===== src/rtl/conv_stream_feeder_pkg.sv =====
// Shared constants and types for the conv_12_5 stream feeder.
package conv_pkg;

  localparam int CONV_N  = 12;
  localparam int CONV_M  = 5;
  localparam int CONV_TW = 10;
  localparam int CONV_YW = 23;

  typedef logic signed [CONV_TW-1:0] sample_t;
  typedef logic signed [CONV_YW-1:0] result_t;

  typedef enum logic [1:0] {
    IDLE = 2'd0,
    RUN  = 2'd1,
    DONE = 2'd2
  } feeder_state_t;

endpackage


===== src/rtl/conv_stream_feeder_vec_stream_tx.sv =====
// Length-L sample buffer with a read pointer and a valid/ready transmitter.
// Beats are presented from registers; a new beat is loaded on the same edge
// that completes a handshake, so the stream runs without bubbles.
module vec_stream_tx #(
  parameter int L  = 12,
  parameter int TW = 10,
  parameter int AW = $clog2(L)
) (
  input  logic          clk,
  input  logic          reset,
  input  logic          wr_en_i,
  input  logic [AW-1:0] wr_addr_i,
  input  logic [TW-1:0] wr_data_i,
  input  logic          clear_i,
  input  logic          run_i,
  input  logic          go_i,
  input  logic          ready_i,
  output logic [TW-1:0] data_o,
  output logic          valid_o
);

  localparam int PW = $clog2(L+1);
  localparam logic [PW-1:0] LEN   = PW'(L);
  localparam logic [AW:0]   LEN_A = (AW+1)'(L);

  logic [TW-1:0] mem_q [L];
  logic [PW-1:0] ptr_q;
  logic [PW-1:0] nxt;
  logic [TW-1:0] data_q;
  logic          valid_q;

  assign nxt     = ptr_q + PW'(1);
  assign data_o  = data_q;
  assign valid_o = valid_q;

  // Buffer write; out-of-range indices are dropped and contents survive reset.
  always_ff @(posedge clk) begin
    if (wr_en_i && ({1'b0, wr_addr_i} < LEN_A))
      mem_q[wr_addr_i] <= wr_data_i;
  end

  // Pointer and beat register; a raised valid only falls on handshake or leaving RUN.
  always_ff @(posedge clk) begin
    if (reset) begin
      ptr_q   <= '0;
      valid_q <= 1'b0;
      data_q  <= '0;
    end else if (clear_i) begin
      ptr_q   <= '0;
      valid_q <= go_i;
      data_q  <= mem_q[0];
    end else if (!run_i) begin
      valid_q <= 1'b0;
    end else if (valid_q && ready_i) begin
      ptr_q <= nxt;
      if ((nxt < LEN) && go_i) begin
        valid_q <= 1'b1;
        data_q  <= mem_q[nxt[AW-1:0]];
      end else begin
        valid_q <= 1'b0;
      end
    end else if (!valid_q && (ptr_q < LEN) && go_i) begin
      valid_q <= 1'b1;
      data_q  <= mem_q[ptr_q[AW-1:0]];
    end
  end

endmodule


===== src/rtl/conv_stream_feeder.sv =====
// Stream driver/collector for the conv_12_5 engine: streams the loaded x and f
// vectors out, accumulates the N-M+1 y results, then parks in DONE.
// Optional macro CONV_FEEDER_THROTTLE_EN adds LFSR-driven backpressure.
module conv_stream_feeder
  import conv_pkg::*;
#(
  parameter int N  = CONV_N,
  parameter int M  = CONV_M,
  parameter int TW = CONV_TW,
  parameter int YW = CONV_YW,
  parameter int SW = 32
) (
  input  logic                    clk,
  input  logic                    reset,
  input  logic                    ld_en,
  input  logic                    ld_sel,
  input  logic [$clog2(N)-1:0]    ld_addr,
  input  logic [TW-1:0]           ld_data,
  input  logic                    start,
  output logic                    busy,
  output logic                    done,
  output logic [TW-1:0]           x_data,
  output logic                    x_valid,
  input  logic                    x_ready,
  output logic [TW-1:0]           f_data,
  output logic                    f_valid,
  input  logic                    f_ready,
  input  logic [YW-1:0]           y_data,
  input  logic                    y_valid,
  output logic                    y_ready,
  output logic [SW-1:0]           y_sum,
  output logic [$clog2(N-M+2)-1:0] y_count
);

  localparam int K   = N - M + 1;
  localparam int CW  = $clog2(N-M+2);
  localparam int FAW = $clog2(M);
  localparam logic [CW-1:0] KC = CW'(K);

  feeder_state_t state_q, state_d;
  logic [SW-1:0] y_sum_q, sum_d;
  logic [CW-1:0] y_count_q, cnt_d;
  logic          busy_q, done_q, y_ready_q;
  logic          start_ok, ld_ok, y_hs;
  logic          go_x, go_f, y_gate_d;
  logic [SW-1:0] y_ext;

`ifdef CONV_FEEDER_THROTTLE_EN
  logic [15:0] lfsr_q, lfsr_d;
  assign lfsr_d = {lfsr_q[14:0], lfsr_q[15] ^ lfsr_q[13] ^ lfsr_q[12] ^ lfsr_q[10]};

  // Free-running backpressure source (taps 16,14,13,11).
  always_ff @(posedge clk) begin
    if (reset) lfsr_q <= 16'hACE1;
    else       lfsr_q <= lfsr_d;
  end

  assign go_x     = lfsr_q[0];
  assign go_f     = lfsr_q[1];
  assign y_gate_d = lfsr_d[2];
`else
  assign go_x     = 1'b1;
  assign go_f     = 1'b1;
  assign y_gate_d = 1'b1;
`endif

  assign y_ext   = {{(SW-YW){y_data[YW-1]}}, y_data};
  assign y_hs    = y_valid && y_ready;
  assign ld_ok   = ld_en && (state_q != RUN);
  assign busy    = busy_q;
  assign done    = done_q;
  assign y_ready = y_ready_q;
  assign y_sum   = y_sum_q;
  assign y_count = y_count_q;

  // Next-state: start from IDLE/DONE clears the pass; last y handshake ends it.
  always_comb begin
    state_d  = state_q;
    sum_d    = y_sum_q;
    cnt_d    = y_count_q;
    start_ok = 1'b0;
    case (state_q)
      IDLE, DONE: begin
        if (start) begin
          state_d  = RUN;
          sum_d    = '0;
          cnt_d    = '0;
          start_ok = 1'b1;
        end
      end
      RUN: begin
        if (y_hs) begin
          sum_d = y_sum_q + y_ext;
          cnt_d = y_count_q + CW'(1);
          if (cnt_d == KC) state_d = DONE;
        end
      end
      default: state_d = IDLE;
    endcase
  end

  // FSM state and registered status / ready outputs.
  always_ff @(posedge clk) begin
    if (reset) begin
      state_q   <= IDLE;
      y_sum_q   <= '0;
      y_count_q <= '0;
      busy_q    <= 1'b0;
      done_q    <= 1'b0;
      y_ready_q <= 1'b0;
    end else begin
      state_q   <= state_d;
      y_sum_q   <= sum_d;
      y_count_q <= cnt_d;
      busy_q    <= (state_d == RUN);
      done_q    <= (state_d == DONE);
      y_ready_q <= (state_d == RUN) && (cnt_d < KC) && y_gate_d;
    end
  end

  vec_stream_tx #(.L(N), .TW(TW)) u_x_tx (
    .clk       (clk),
    .reset     (reset),
    .wr_en_i   (ld_ok && !ld_sel),
    .wr_addr_i (ld_addr),
    .wr_data_i (ld_data),
    .clear_i   (start_ok),
    .run_i     (state_q == RUN),
    .go_i      (go_x),
    .ready_i   (x_ready),
    .data_o    (x_data),
    .valid_o   (x_valid)
  );

  vec_stream_tx #(.L(M), .TW(TW)) u_f_tx (
    .clk       (clk),
    .reset     (reset),
    .wr_en_i   (ld_ok && ld_sel),
    .wr_addr_i (ld_addr[FAW-1:0]),
    .wr_data_i (ld_data),
    .clear_i   (start_ok),
    .run_i     (state_q == RUN),
    .go_i      (go_f),
    .ready_i   (f_ready),
    .data_o    (f_data),
    .valid_o   (f_valid)
  );

endmodule


===== config.mk =====
export PLATFORM = sky130hd
export DESIGN_NAME = conv_stream_feeder
export DESIGN_NICKNAME = d
export VERILOG_FILES = /design/src/rtl/conv_stream_feeder_pkg.sv /design/src/rtl/conv_stream_feeder_vec_stream_tx.sv /design/src/rtl/conv_stream_feeder.sv
export SDC_FILE = /design/constraint.sdc
export NUM_CORES = 1
export LEC_CHECK = 0
export BUFFER_PORTS_ARGS = -buffer_cell sky130_fd_sc_hd__buf_2
export CORE_MARGIN = 2
export CORE_UTILIZATION = 35
export CTS_CLUSTER_DIAMETER = 200
export DETAILED_ROUTE_END_ITERATION = 10
export GPL_TIMING_DRIVEN = 0
export PLACE_DENSITY = 0.49
export SYNTH_ARGS = -nofsm -noshare
export SYNTH_HDL_FRONTEND = slang
export SYNTH_HIERARCHICAL = 1
export SYNTH_SLANG_ARGS = --single-unit

===== constraint.sdc =====
create_clock -name clk -period 3.4 [get_ports clk]
set_input_delay 0.17 -clock clk [delete_from_list [all_inputs] [get_ports clk]]
set_output_delay 0.17 -clock clk [all_outputs]
set_load 0.01 [all_outputs]

==> results of run 1 <==
-- final timing paths --
kind | endpoint | depth (start not counted) | slack [ns] | startpoint
hold reg to reg | y_sum[27] | 2 | 0.46 | y_sum[27]
setup reg to reg | y_sum[28] | 11 | 0.30 | y_sum[0]
hold / removal | u_x_tx/mem_q[4][0] | 1 | 0.04 | ld_data[0]
setup / recovery | y_sum[28] | 11 | 0.30 | y_sum[0]
-- through the flow --
step / hold WS (ns) / setup slack [ns] / util (%)
3_5_place_dp: 0.4572 / 0.2734 / 38.64
5_1_grt: 0.02895 / 0.05789 / 41.37
4_1_cts: 0.008517 / 0.2332 / 41.37
2_1_floorplan: 0.2421 / 0.7859 / -
3_3_place_gp: 0.4504 / 0.2139 / 38.39
6_report: 0.03554 / 0.2992 / 41.37
-- worst max-delay path, delay by kind of cell, from the launching register on --
kind	cells	cell delay, ns
adder cells (fa/ha/maj)	2	0.58
AO/OA/AOI/OAI	7	1.70
flip-flops	1	0.38
buffers and inverters	1	0.06
AND/OR/NAND/NOR	1	0.23
-- logic make-up after synthesis --
logic type	share of synthesized area, %
buffers and inverters	3.728
AO/OA/AOI/OAI	14.75
XOR/XNOR	1.845
flip-flops	51.84
adder cells (fa/ha/maj)	3.475
multiplexers	14.19
AND/OR/NAND/NOR	10.14
other	0.02925
-- flip-flops by register name, summed over array words and instances (netlist names), named ones only --
| signal | cells |
|---|---|
| y_ready | 1 |
| y_sum | 32 |
| u_f_tx/data_o | 10 |
| done | 1 |
| y_count | 4 |
| u_f_tx/valid_o | 1 |
| u_x_tx/data_o | 10 |
| u_f_tx/mem_q | 50 |
| u_x_tx/valid_o | 1 |
| u_f_tx/ptr_q | 3 |
| u_x_tx/ptr_q | 4 |
| busy | 1 |
| u_x_tx/mem_q | 120 |
| state_q | 2 |
-- Yosys cell counts, types with 6 or more instances --
cell type / number
sky130_fd_sc_hd__buf_2: 11
sky130_fd_sc_hd__nor2b_1: 15
sky130_fd_sc_hd__and3_1: 6
sky130_fd_sc_hd__a21o_1: 14
sky130_fd_sc_hd__a311oi_1: 9
sky130_fd_sc_hd__nor3_1: 33
sky130_fd_sc_hd__mux2_1: 15
sky130_fd_sc_hd__nand3_1: 31
sky130_fd_sc_hd__nand2b_1: 13
sky130_fd_sc_hd__inv_1: 33
sky130_fd_sc_hd__a31oi_1: 15
sky130_fd_sc_hd__xor2_1: 10
sky130_fd_sc_hd__o221ai_1: 6
sky130_fd_sc_hd__clkbuf_1: 20
sky130_fd_sc_hd__nand4_1: 6
sky130_fd_sc_hd__nand2_1: 60
sky130_fd_sc_hd__a211oi_1: 13
sky130_fd_sc_hd__edfxtp_1: 170
sky130_fd_sc_hd__o21ai_0: 35
sky130_fd_sc_hd__buf_4: 7
sky130_fd_sc_hd__mux2i_1: 55
sky130_fd_sc_hd__nor2_1: 50
sky130_fd_sc_hd__a22oi_1: 26
sky130_fd_sc_hd__buf_6: 9
sky130_fd_sc_hd__a221oi_1: 14
sky130_fd_sc_hd__xnor2_1: 17
sky130_fd_sc_hd__a32o_1: 10
sky130_fd_sc_hd__mux4_2: 42
sky130_fd_sc_hd__or3_1: 9
sky130_fd_sc_hd__dfxtp_1: 77
sky130_fd_sc_hd__ha_1: 34
sky130_fd_sc_hd__a21oi_1: 49
-- routing by layer --
layer / global-route usage (%) / vias to the layer above / wire length [um]
met4: 4.722 / 0 / 719
met2: 32.58 / 251 / 17630
met1: 26.68 / 4676 / 16960
met5: 0 / - / 0
li1: - / 4365 / -
met3: 3.454 / 48 / 2161
-- area by class of cell --
cell class / instances / area, um2 / area share (%)
diodes: 1 / 2.502 / 0.01664
inverters: 35 / 131.4 / 0.8736
clock inverters: 9 / 105.1 / 0.6989
repair buffers: 112 / 601.8 / 4.002
flip-flops and latches: 247 / 6646 / 44.20
clock buffers: 45 / 865.8 / 5.758
well taps: 468 / 585.6 / 3.894
multi-input cells: 705 / 5753 / 38.26
plain buffers: 54 / 346.6 / 2.305
-- where the power goes --
group | switching, mW | internal, mW
clock | 1.23 | 1.89
sequential | 0.0363 | 3.26
combinational | 0.336 | 0.200
total | 1.60 | 5.36
==> reports/summary.md, run 1 <==
The post-CTS clock slew at the launch and capture registers of the worst setup and hold paths works out to 0.06 ns. For the instance area after placement, the log shows 14040 um2. The deepest level of the CTS H-tree came out at 1.

The run gives 18 as the pin count of the biggest net entering global routing. Once detail routing completed, the nets flagged for antenna violations numbered 0. The final clock skew is 0.02132 ns. The number of ports placed on the die boundary is 106, and the number of input and output port buffers inserted is 105. Setup violations remaining at the end of the flow were counted as 0. The number of enable flip-flop cells after synthesis was 170; the critical-path maximum fanout was 6. After synthesis the netlist holds a flip-flop and latch count of 247.

The net count of the finished layout is 1264. The largest single stage delay on the critical path is 0.56 ns. The run gives 12820 um2 as the post-synthesis instance area. The die extent in y is 195.4 um.

In the layout the commonest cells are sky130_fd_sc_hd__edfxtp_1 (170), sky130_fd_sc_hd__buf_2 (116), sky130_fd_sc_hd__dfxtp_1 (77). Setup repair after global routing left no endpoint under its margin. STA puts the critical path data required time at 3.83 ns. Averaged over all synthesized cells, the footprint is 12.39 um2. The run gives 0 as the max-capacitance violation count. The run finished with clean final reports. The initial antenna violation count came out at 1. The fill cell total of the finished layout was 3497; the total power per unit cell area was 463.0 nW/um2.

The clock latency of the later-clocked register in the worst-skew pair came out at 0.56 ns. Dividing the detail-routed wire length by the instance count gives 22.36 um. The post-synthesis to final-layout area growth was 17.30%. The most used flip-flop cell after synthesis is sky130_fd_sc_hd__edfxtp_1.

For this design, the sink count on the clock tree is 247. In the routed design, unresolved DRC markers number 0. The first-pass GRT wire length is 57190 um.

The floorplan step defined a die boundary enclosing 38180 um2. The top-area cell type share of the netlist area was 39.82%. The buffer levels on the longest clock path came out at 3. The critical path goes through ha_1 > inv_1 > fa_1 > nor2b_1 > o31ai_2 > a21oi_1 > o211a_1 > o21ai_2 > a2111oi_0 > o21ai_0 > a32o_1. The die is 195.4 um wide. The clock period could shrink to 3.101 ns. The residual overflow from global routing was 0. In the synthesized netlist the async set-or-reset flop fraction comes to 0%. Root buffer cell: sky130_fd_sc_hd__clkbuf_16. On the critical path, the stage with the largest delay is an instance of sky130_fd_sc_hd__a2111oi_0. The number of gates resized after CTS was 0. TritonCTS built the clock tree. The tools report the standard-cell row count as 70. The yosys synthesis warning count was 6; the total count of hold-check failures in the final report was 0.

For the sequential element share of the synthesized area, the log shows 51.84%. The run gives 0 as the buffers inserted during post-CTS setup optimization. After clock tree synthesis, the flow added hold-fix buffers numbering 2. The final total negative setup slack came out at 0 ns.

Sorting the synthesized cells by area gives the leading types as sky130_fd_sc_hd__edfxtp_1 (40%), sky130_fd_sc_hd__dfxtp_1 (12%), sky130_fd_sc_hd__mux4_2 (7.4%). The tools report the total non-filler cell area in the finished layout as 15040 um2. For the number of violations reported at the end of detailed-routing iteration 0, the log shows 619.

The run gives 5.294 nW as the static power due to leakage. The worst hold path class is input port to register. STA classifies the critical path endpoint as a register. Before antenna repair, the detailed router went through 6 iterations. For this block, the routed nets add up to 37470 um of wire. The run gives 87 as the post-synthesis cell type count.

Max-slew headroom at the worst pin: 15.09%. At the end of routability-driven placement, the weighted congestion stood at 0.8285. Maximum frequency from static timing analysis: 322.5 MHz. Using the TritonRoute via totals, the vias-per-cell ratio works out to 5.573.

The via count of the first global-routing pass came out at 9511. Clock tree synthesis inserted a total of 29 buffers. For the number of max-slew violations in the final report, the log shows 0. Leaving out fill and tap cells, the most frequent cell in the layout is sky130_fd_sc_hd__edfxtp_1. The worst setup path is of the register to register kind.

Global routing consumed, over all layers together, 19.60% of the routing resources. The floorplan step defined a core boundary enclosing 36350 um2. The total power consumption of the routed design came out at 6.963 mW. STA classifies the critical path startpoint as a register. For this run, the number of standard cells in the final layout without fillers is 1676. For the pin with the worst max-slew slack, the measured transition is 1.269 ns. IR analysis of the VDD net gives a maximum drop of 0.0003691 V. Detailed routing inserted a total of 9340 vias. The post-route netlist has 22.04% of its cells at a drive strength greater than 1. Counting every instance in the synthesized netlist gives 1035. Library cell with the largest summed area after synthesis: sky130_fd_sc_hd__edfxtp_1. Once placement completed, the tool counted placed cells totaling 1619. Data arrives at the worst endpoint at 3.53 ns. The initial core utilization came out at 35.27%.

After legalization and detailed placement, the total HPWL measured 26440 um. After layout, the worst path uses 91.20% of the clock period.
Power figures use the tool's default switching activity.
==> run 2: changes to the inputs <==
ABC_AREA = 1   (was unset)
==> run 2 against run 1 <==
  * Hold slack worse by 0.0062 ns
  * Synthesized area up 14%
  * Setup slack improved by 0.68 ns
  * Via count grew 42%
  * Cell count grew 59%
  * Register-to-register slack improved by 0.68 ns
  * Combinational power rose by 35%
  * Count of clock-buffer cells in the layout shrank 3
  * Critical endpoint is now u_x_tx/mem_q[3][4]
==> reports/summary.md, run 2 <==
The flow ran to the end, and the final reports show no timing, DRC or antenna violations. The post-synthesis instance area was 14630 um2. The category of the most critical setup path is register to register. 106 I/O pins were placed. For the final total negative setup slack, the log shows 0 ns.

Ranked by total cell area, the synthesized netlist is headed by sky130_fd_sc_hd__edfxtp_1 (35%), sky130_fd_sc_hd__nand2_1 (17%), sky130_fd_sc_hd__dfxtp_1 (11%). The top-area cell type share of the netlist area is 34.88%. By count the netlist is led by sky130_fd_sc_hd__nand2_1 (664), sky130_fd_sc_hd__nand3_1 (237), sky130_fd_sc_hd__inv_1 (217). The detail route stage leaves a number of antenna-violating nets equal to 0. The hold buffer count at cts is 2. At the pin with the least slew margin, the transition time is 1.172 ns. The post-synthesis cell type count was 46; the delay of the slowest critical-path stage was 0.92 ns. The number of nets in the final layout is 2184, and the first-pass iteration count of the detailed router is 7. After detailed routing, the number of remaining DRC violations is 0. Global routing consumed, over all layers together, 21.83% of the routing resources.

The data arrival at the endpoint of the critical path was 2.61 ns; the share of synthesized registers carrying an async set or reset was 0%. The tools report the final clock skew as 0.01911 ns. The standard-cell row count came out at 74. Measured along the x axis, the die boundary spans 208.5 um.

The detailed router placed 13232 vias in this run. TritonCTS created 31 clock buffers. The signal on the critical path passes through nor2_4 > nor3_1 > nand3_1 > nor2_1.

No sink is reached through more buffers than the 3 on the longest clock path. In the final layout, flip-flops and latches occupy 6646 um2. After floorplanning, the core was sized to cover 41020 um2. The tools report the deepest level of the CTS H-tree as 1. In this run the clock root is driven by a sky130_fd_sc_hd__clkbuf_16. The yosys synthesis warning count is 6, and the area of the multi-input gates is 6644 um2. Cell with the most instances after synthesis: sky130_fd_sc_hd__nand2_1. Once the floorplan was initialized, standard cells occupied 35.68% of the core. Leaving out fill and tap cells, the most frequent cell in the layout is sky130_fd_sc_hd__nand2_1. Of all nets on the critical path, the largest fanout is 15.

TritonCTS built the clock tree. The wire length per cell is 17.79 um. After the first detailed-routing iteration, the DRC count stood at 1092.

Max-capacitance violation count: 0. The run gives 0.9185 as the weighted congestion reported at the end of routability-driven placement. The average instance area after synthesis works out to 7.470 um2. Summing all placed instances gives a cell area of 15870 um2. Across the VDD grid, the largest voltage drop is 0.0003940 V. In the layout the commonest cells are sky130_fd_sc_hd__nand2_1 (664), sky130_fd_sc_hd__nand3_1 (237), sky130_fd_sc_hd__inv_1 (217). The largest register by flop count is u_x_tx/mem_q. For the reg-to-reg setup timing slack, the log shows 0.98 ns. Entering global routing, the biggest net connects 18 pins. The static power due to leakage is 7.775 nW. Setup violations remaining at the end of the flow were counted as 0.

Subtracting the final worst setup slack from the clock period gives 2.423 ns. The residual overflow from global routing is 0. Total non-filler cell area in the finished layout: 16930 um2.

Derived from the worst setup path, the maximum achievable clock frequency is 412.7 MHz. The cell count after synthesis came out at 1959. At the worst endpoint, the required time is 3.59 ns. In the routed layout, each cell is associated on average with a via count of 4.971.

The post-CTS clock slew at the launch and capture registers of the worst setup and hold paths was 0.06 ns. Period utilization: 71.26%. The run gives 0 as the number of max-slew violations in the final report. The slowest stage of the critical path belongs to the cell sky130_fd_sc_hd__nor2_1.

The HPWL after detailed placement is 34950 um. The worst setup path is launched from a register. The tools report the sequential element share of the synthesized area as 45.42%. Power spread over the standard cell area amounts to 436.0 nW/um2.

Counting both buffers and inverters, the worst setup path holds a total of 0. First-pass GRT wire length: 73930 um. In the final layout, the share of cells above drive strength 1 is 16.02%. The run gives 0 as the total count of hold-check failures in the final report.

The biggest area contributor in the post-synthesis netlist is sky130_fd_sc_hd__edfxtp_1. The capturing element type of the critical path was a register. Number of input and output port buffers inserted: 105. Top cell family by delay on the critical path: simple AND/OR/NAND/NOR gates.

Setup repair after global routing left no endpoint under its margin. The most used flip-flop cell after synthesis is sky130_fd_sc_hd__edfxtp_1. The area growth from synthesis to layout is 15.71%.

The die covers 43460 um2. The via count of the first global-routing pass was 12950. The worst hold path class was input port to register. The number of enable flip-flop cells after synthesis is 170, and the post-detailed-routing wire length is 47350 um.

The number of sinks handled by clock tree synthesis came out at 247. Buffers inserted during post-CTS setup optimization: 0. The run gives 4249 as the fill cell total of the finished layout. The floorplan step set the die height to 208.5 um. The max-slew headroom at the worst pin is 21.57%, and the number of flip-flops in the largest register is 120.

Clock latency of the later-clocked register in the worst-skew pair: 0.58 ns. The initial antenna violation count came out at 0. The post-cts repair resize count is 0, and the synthesis-stage register bit count is 247.
[run 2: stage by stage]
step           std cells  util [%]  hold WS, ns  power (mW)  setup WS (ns)
6_report            2662     41.28      0.02937       7.383         0.9771
5_1_grt             2661     41.28      0.04213       7.705         0.8397
4_1_cts             2661     41.28      0.01078       7.497         0.9930
3_5_place_dp        2601     38.68       0.4534       4.100          1.008
3_3_place_gp        2600     38.62       0.4494       4.092         0.7317
2_1_floorplan       1963         -       0.2391       3.817          1.496
[run 2: layout make-up]
type / count / area share [%]
diodes: 1 / 0.01478
plain buffers: 76 / 2.490
repair buffers: 108 / 3.288
inverters: 253 / 5.623
well taps: 532 / 3.931
clock inverters: 16 / 1.042
multi-input cells: 1387 / 39.23
clock buffers: 42 / 5.128
flip-flops and latches: 247 / 39.25
[run 2: cells by family after synthesis]
logic type	share of synthesized area (%)
other cells	0.02563
buf+inv	9.388
compound gates	7.686
flops	45.42
fa+ha+maj	3.044
xor+xnor	0.1197
simple gates	34.32
[run 2: path summary, 6_finish.rpt]
check                                 startpoint                  to  cells after the start
worst max-delay path                  state_q[1]  u_x_tx/mem_q[3][4]                      4
worst min-delay path                  ld_data[0]  u_x_tx/mem_q[3][0]                      1
worst max register to register        state_q[1]  u_x_tx/mem_q[3][4]                      4
worst min register to register  u_f_tx/data_o[9]    u_f_tx/data_o[9]                      2
[run 2: layer usage]
metal	up-vias	wire, um	GRT usage, %
li1	6627	-	-
met1	6128	22160	30.38
met2	409	21530	35.87
met3	68	2734	2.989
met4	0	926	5.309
met5	-	0	0
[run 2: power breakdown]
part / internal (mW) / total (mW) / switching, mW
clock network: 2.02 / 3.35 / 1.33
registers: 3.27 / 3.31 / 0.0408
logic: 0.229 / 0.724 / 0.495
[run 2: worst register-to-register path: cells and delay by family, from the launching register on]
kind             cells  cell delay, ns
AND/OR/NAND/NOR      4            1.67
flip-flops           1            0.37
==> run 3: changes to the inputs <==
PLACE_DENSITY = 0.51   (was 0.49)
clock period = 1.9 ns   (was 3.4 ns; I/O delays follow)
==> run 3 against run 2 <==
  * The run now ends with setup timing left
  * Register-to-register slack worse by 1.0 ns
  * Critical path depth is 2 higher
  * Clock power is 70% higher
  * Largest cell class is now multi-input combinational cells
==> reports/summary.md, run 3 (synthesis results as in run 2) <==
The number of cells on the worst hold path was 4; the weighted congestion reported at the end of routability-driven placement was 0.9161. The number of input and output port buffers inserted is 105, and the routed via count divided by cell count is 5.009. Leaving out filler cells and counting taps, the final layout contains 2694. Leaving out fill and tap cells, the most frequent cell in the layout is sky130_fd_sc_hd__nand2_1. The worst path uses 102.1% of the clock period. The maximum VDD drop was 0.0006094 V. The worst hold path class was input port to register. The remaining number of nets flagged by the antenna check after routing is 0. The first-pass iteration count of the detailed router is 5, and the data arrival at the endpoint of the critical path is 2.21 ns. The buffer levels on the longest clock path came out at 3.

STA classifies the critical path endpoint as a register. Top cell family by delay on the critical path: simple AND/OR/NAND/NOR gates. Clock skew on the completed layout was measured at 0.008439 ns. For the first-pass GRT wire length, the log shows 73550 um. Counting the buffers created by CTS gives 31.

Capture instance of the worst register-to-register path: u_x_tx/mem_q[3][2]. Number of max-slew violations in the final report: 0. For this run, the total global-route usage over all layers was measured as 21.65%. The checks that failed: setup timing. For the standard-cell row count, the log shows 74.

The placed instances occupy a cell area of 15860 um2. After clock tree synthesis, the clock-pin slew on the worst setup and hold paths is 0.06 ns. From synthesis to final layout, the design area changed by 23.01%.

On the final layout, the worst hold slack is 0.02485 ns. The finished cells cover 18000 um2. Worst hold endpoint: y_sum[15]. The total count of hold-check failures in the final report was 0; the wire length per cell was 17.59 um. The signal on the critical path passes through inv_2 > nor2_4 > nor3_1 > nand3_1 > nor2_4 > buf_12. For this configuration, the core starts out at a cell density of 35.68%. The deepest level of the CTS H-tree was 1.

The flow ran to the end, but the final reports show violations. Including well taps, the total number of placed cells is 2600. Counting I/O delays and the setup requirement, the final critical path takes 1.939 ns. The tools report the root buffer cell as sky130_fd_sc_hd__clkbuf_16.

The tools report the total via count in the routed design as 13494. Leaving out fill and tap cells, the most frequent cells in the layout are sky130_fd_sc_hd__nand2_1 (646), sky130_fd_sc_hd__nand3_1 (229), sky130_fd_sc_hd__inv_1 (214). Initial antenna violation count: 2. Headroom to the max-slew limit came out at 51.47%. The number of sinks handled by clock tree synthesis came out at 247.

The startpoint identified for the worst hold timing path is y_data[15]. For the HPWL after detailed placement, the log shows 34530 um. The critical path is of the register to register type. Setup repair after global routing could not meet its margin everywhere. The share of layout cells above drive strength 1 was 21.79%.

In this run the count of I/O pins placed on the die edge is 106. Static timing analysis puts the maximum clock frequency at 515.7 MHz. Setup violations remaining at the end of the flow were counted as 30.

The total area inside the core boundary comes to 41020 um2. The tool flagged a number of max-cap violations equal to 0. The area of the die is 43460 um2, and the via count of the first global-routing pass is 13231. The buffer and inverter count on the worst path is 2. The tools report the reg-to-reg setup timing slack as -0.04 ns. The detailed router finished its first iteration with 1115 violations. The total power per unit cell area is 725.8 nW/um2, and the residual overflow from global routing is 0. Counting cells, the worst reg-to-reg path comes to 6. The static power due to leakage came out at 8.107 nW. The tools report the source of the worst register-to-register timing path as state_q[0]. The number of antenna diodes in the final layout is 0. The cell that appears most often on the critical path is sky130_fd_sc_hd__nor2_4.

The number of nets in the final layout came out at 2221. The critical-path maximum fanout is 11. The horizontal die dimension was 208.5 um. On the critical path, the stage with the largest delay is an instance of sky130_fd_sc_hd__nand3_1. The delay of the slowest critical-path stage works out to 0.42 ns. STA puts the critical path data required time at 2.17 ns.

The number of flip-flops in the largest register works out to 120. The worst setup path is launched from a register. Overall power consumption after layout is estimated at 13.06 mW. Largest register by flop count: u_x_tx/mem_q. The clock reaches the later pin of the worst-skew pair after 0.56 ns. The run gives 47390 um as the post-detailed-routing wire length. The remaining routing DRC violations is 0, and the die extent in y is 208.5 um.

The pin count of the biggest net entering global routing was 18. TritonCTS built the clock tree. At the pin with the least slew margin, the transition time is 0.7280 ns. The final worst setup slack was -0.03926 ns; the fraction of the core area covered by cells at the end of the flow was 43.89%.
[run 3: power by group]
part | internal [mW] | switching, mW
Sequential | 5.85 | 0.0763
Combinational | 0.496 | 0.941
Clock | 3.43 | 2.27
Total | 9.77 | 3.29
[run 3: what timing repair did]
action	4_1_cts	5_1_grt
setup buffers	14	14
endpoints found under the hold margin	122	0
setup endpoints to repair	203	207
pin swaps	13	22
gates resized for setup	55	113
hold buffers	12	0
[run 3: how the worst max path moves through the flow]
stage	slack, ns	endpoint	from	cells after the start
after floorplan	-0.001	u_f_tx/mem_q[1][0]	state_q[1]	4
after global placement	-0.67	u_f_tx/mem_q[3][2]	state_q[1]	4
after detailed placement	-0.53	u_x_tx/mem_q[5][5]	state_q[1]	4
after CTS	-0.03	u_x_tx/mem_q[7][8]	state_q[1]	5
after global routing	-0.12	u_f_tx/mem_q[0][3]	state_q[0]	5
final	-0.04	u_x_tx/mem_q[3][2]	state_q[0]	6
[run 3: area by class of cell]
class,count,area (um2)
fillers,4185,23020
inverters,253,959.7
flip-flops and latches,247,6665
plain buffers,76,486.7
well taps,532,665.6
multi-input cells,1387,7194
repair buffers,145,1044
clock inverters,16,173.9
clock buffers,38,812.0
[run 3: tightest hold or removal path, delay by kind of cell]
family | cells | cell delay, ns
adders and majority gates | 1 | 0.16
buffers and inverters | 1 | 0.11
AOI/OAI and AO/OA | 2 | 0.19
[run 3: per-layer routing]
layer | track usage, % | part of all wire [%] | vias to the layer above
li1 | - | - | 6688
met1 | 29.86 | 46 | 6262
met2 | 35.08 | 45 | 457
met3 | 3.215 | 6.4 | 87
met4 | 6.549 | 3.2 | 0
met5 | 0 | 0 | -
[run 3: metrics by stage]
step                setup WS (ns)  setup TNS [ns]
floorplan               -0.001375        -0.02729
global placement          -0.6685          -71.63
detailed placement        -0.5255          -66.88
CTS                      -0.02677          -1.054
global route              -0.1224          -9.003
finish                   -0.03926         -0.7057
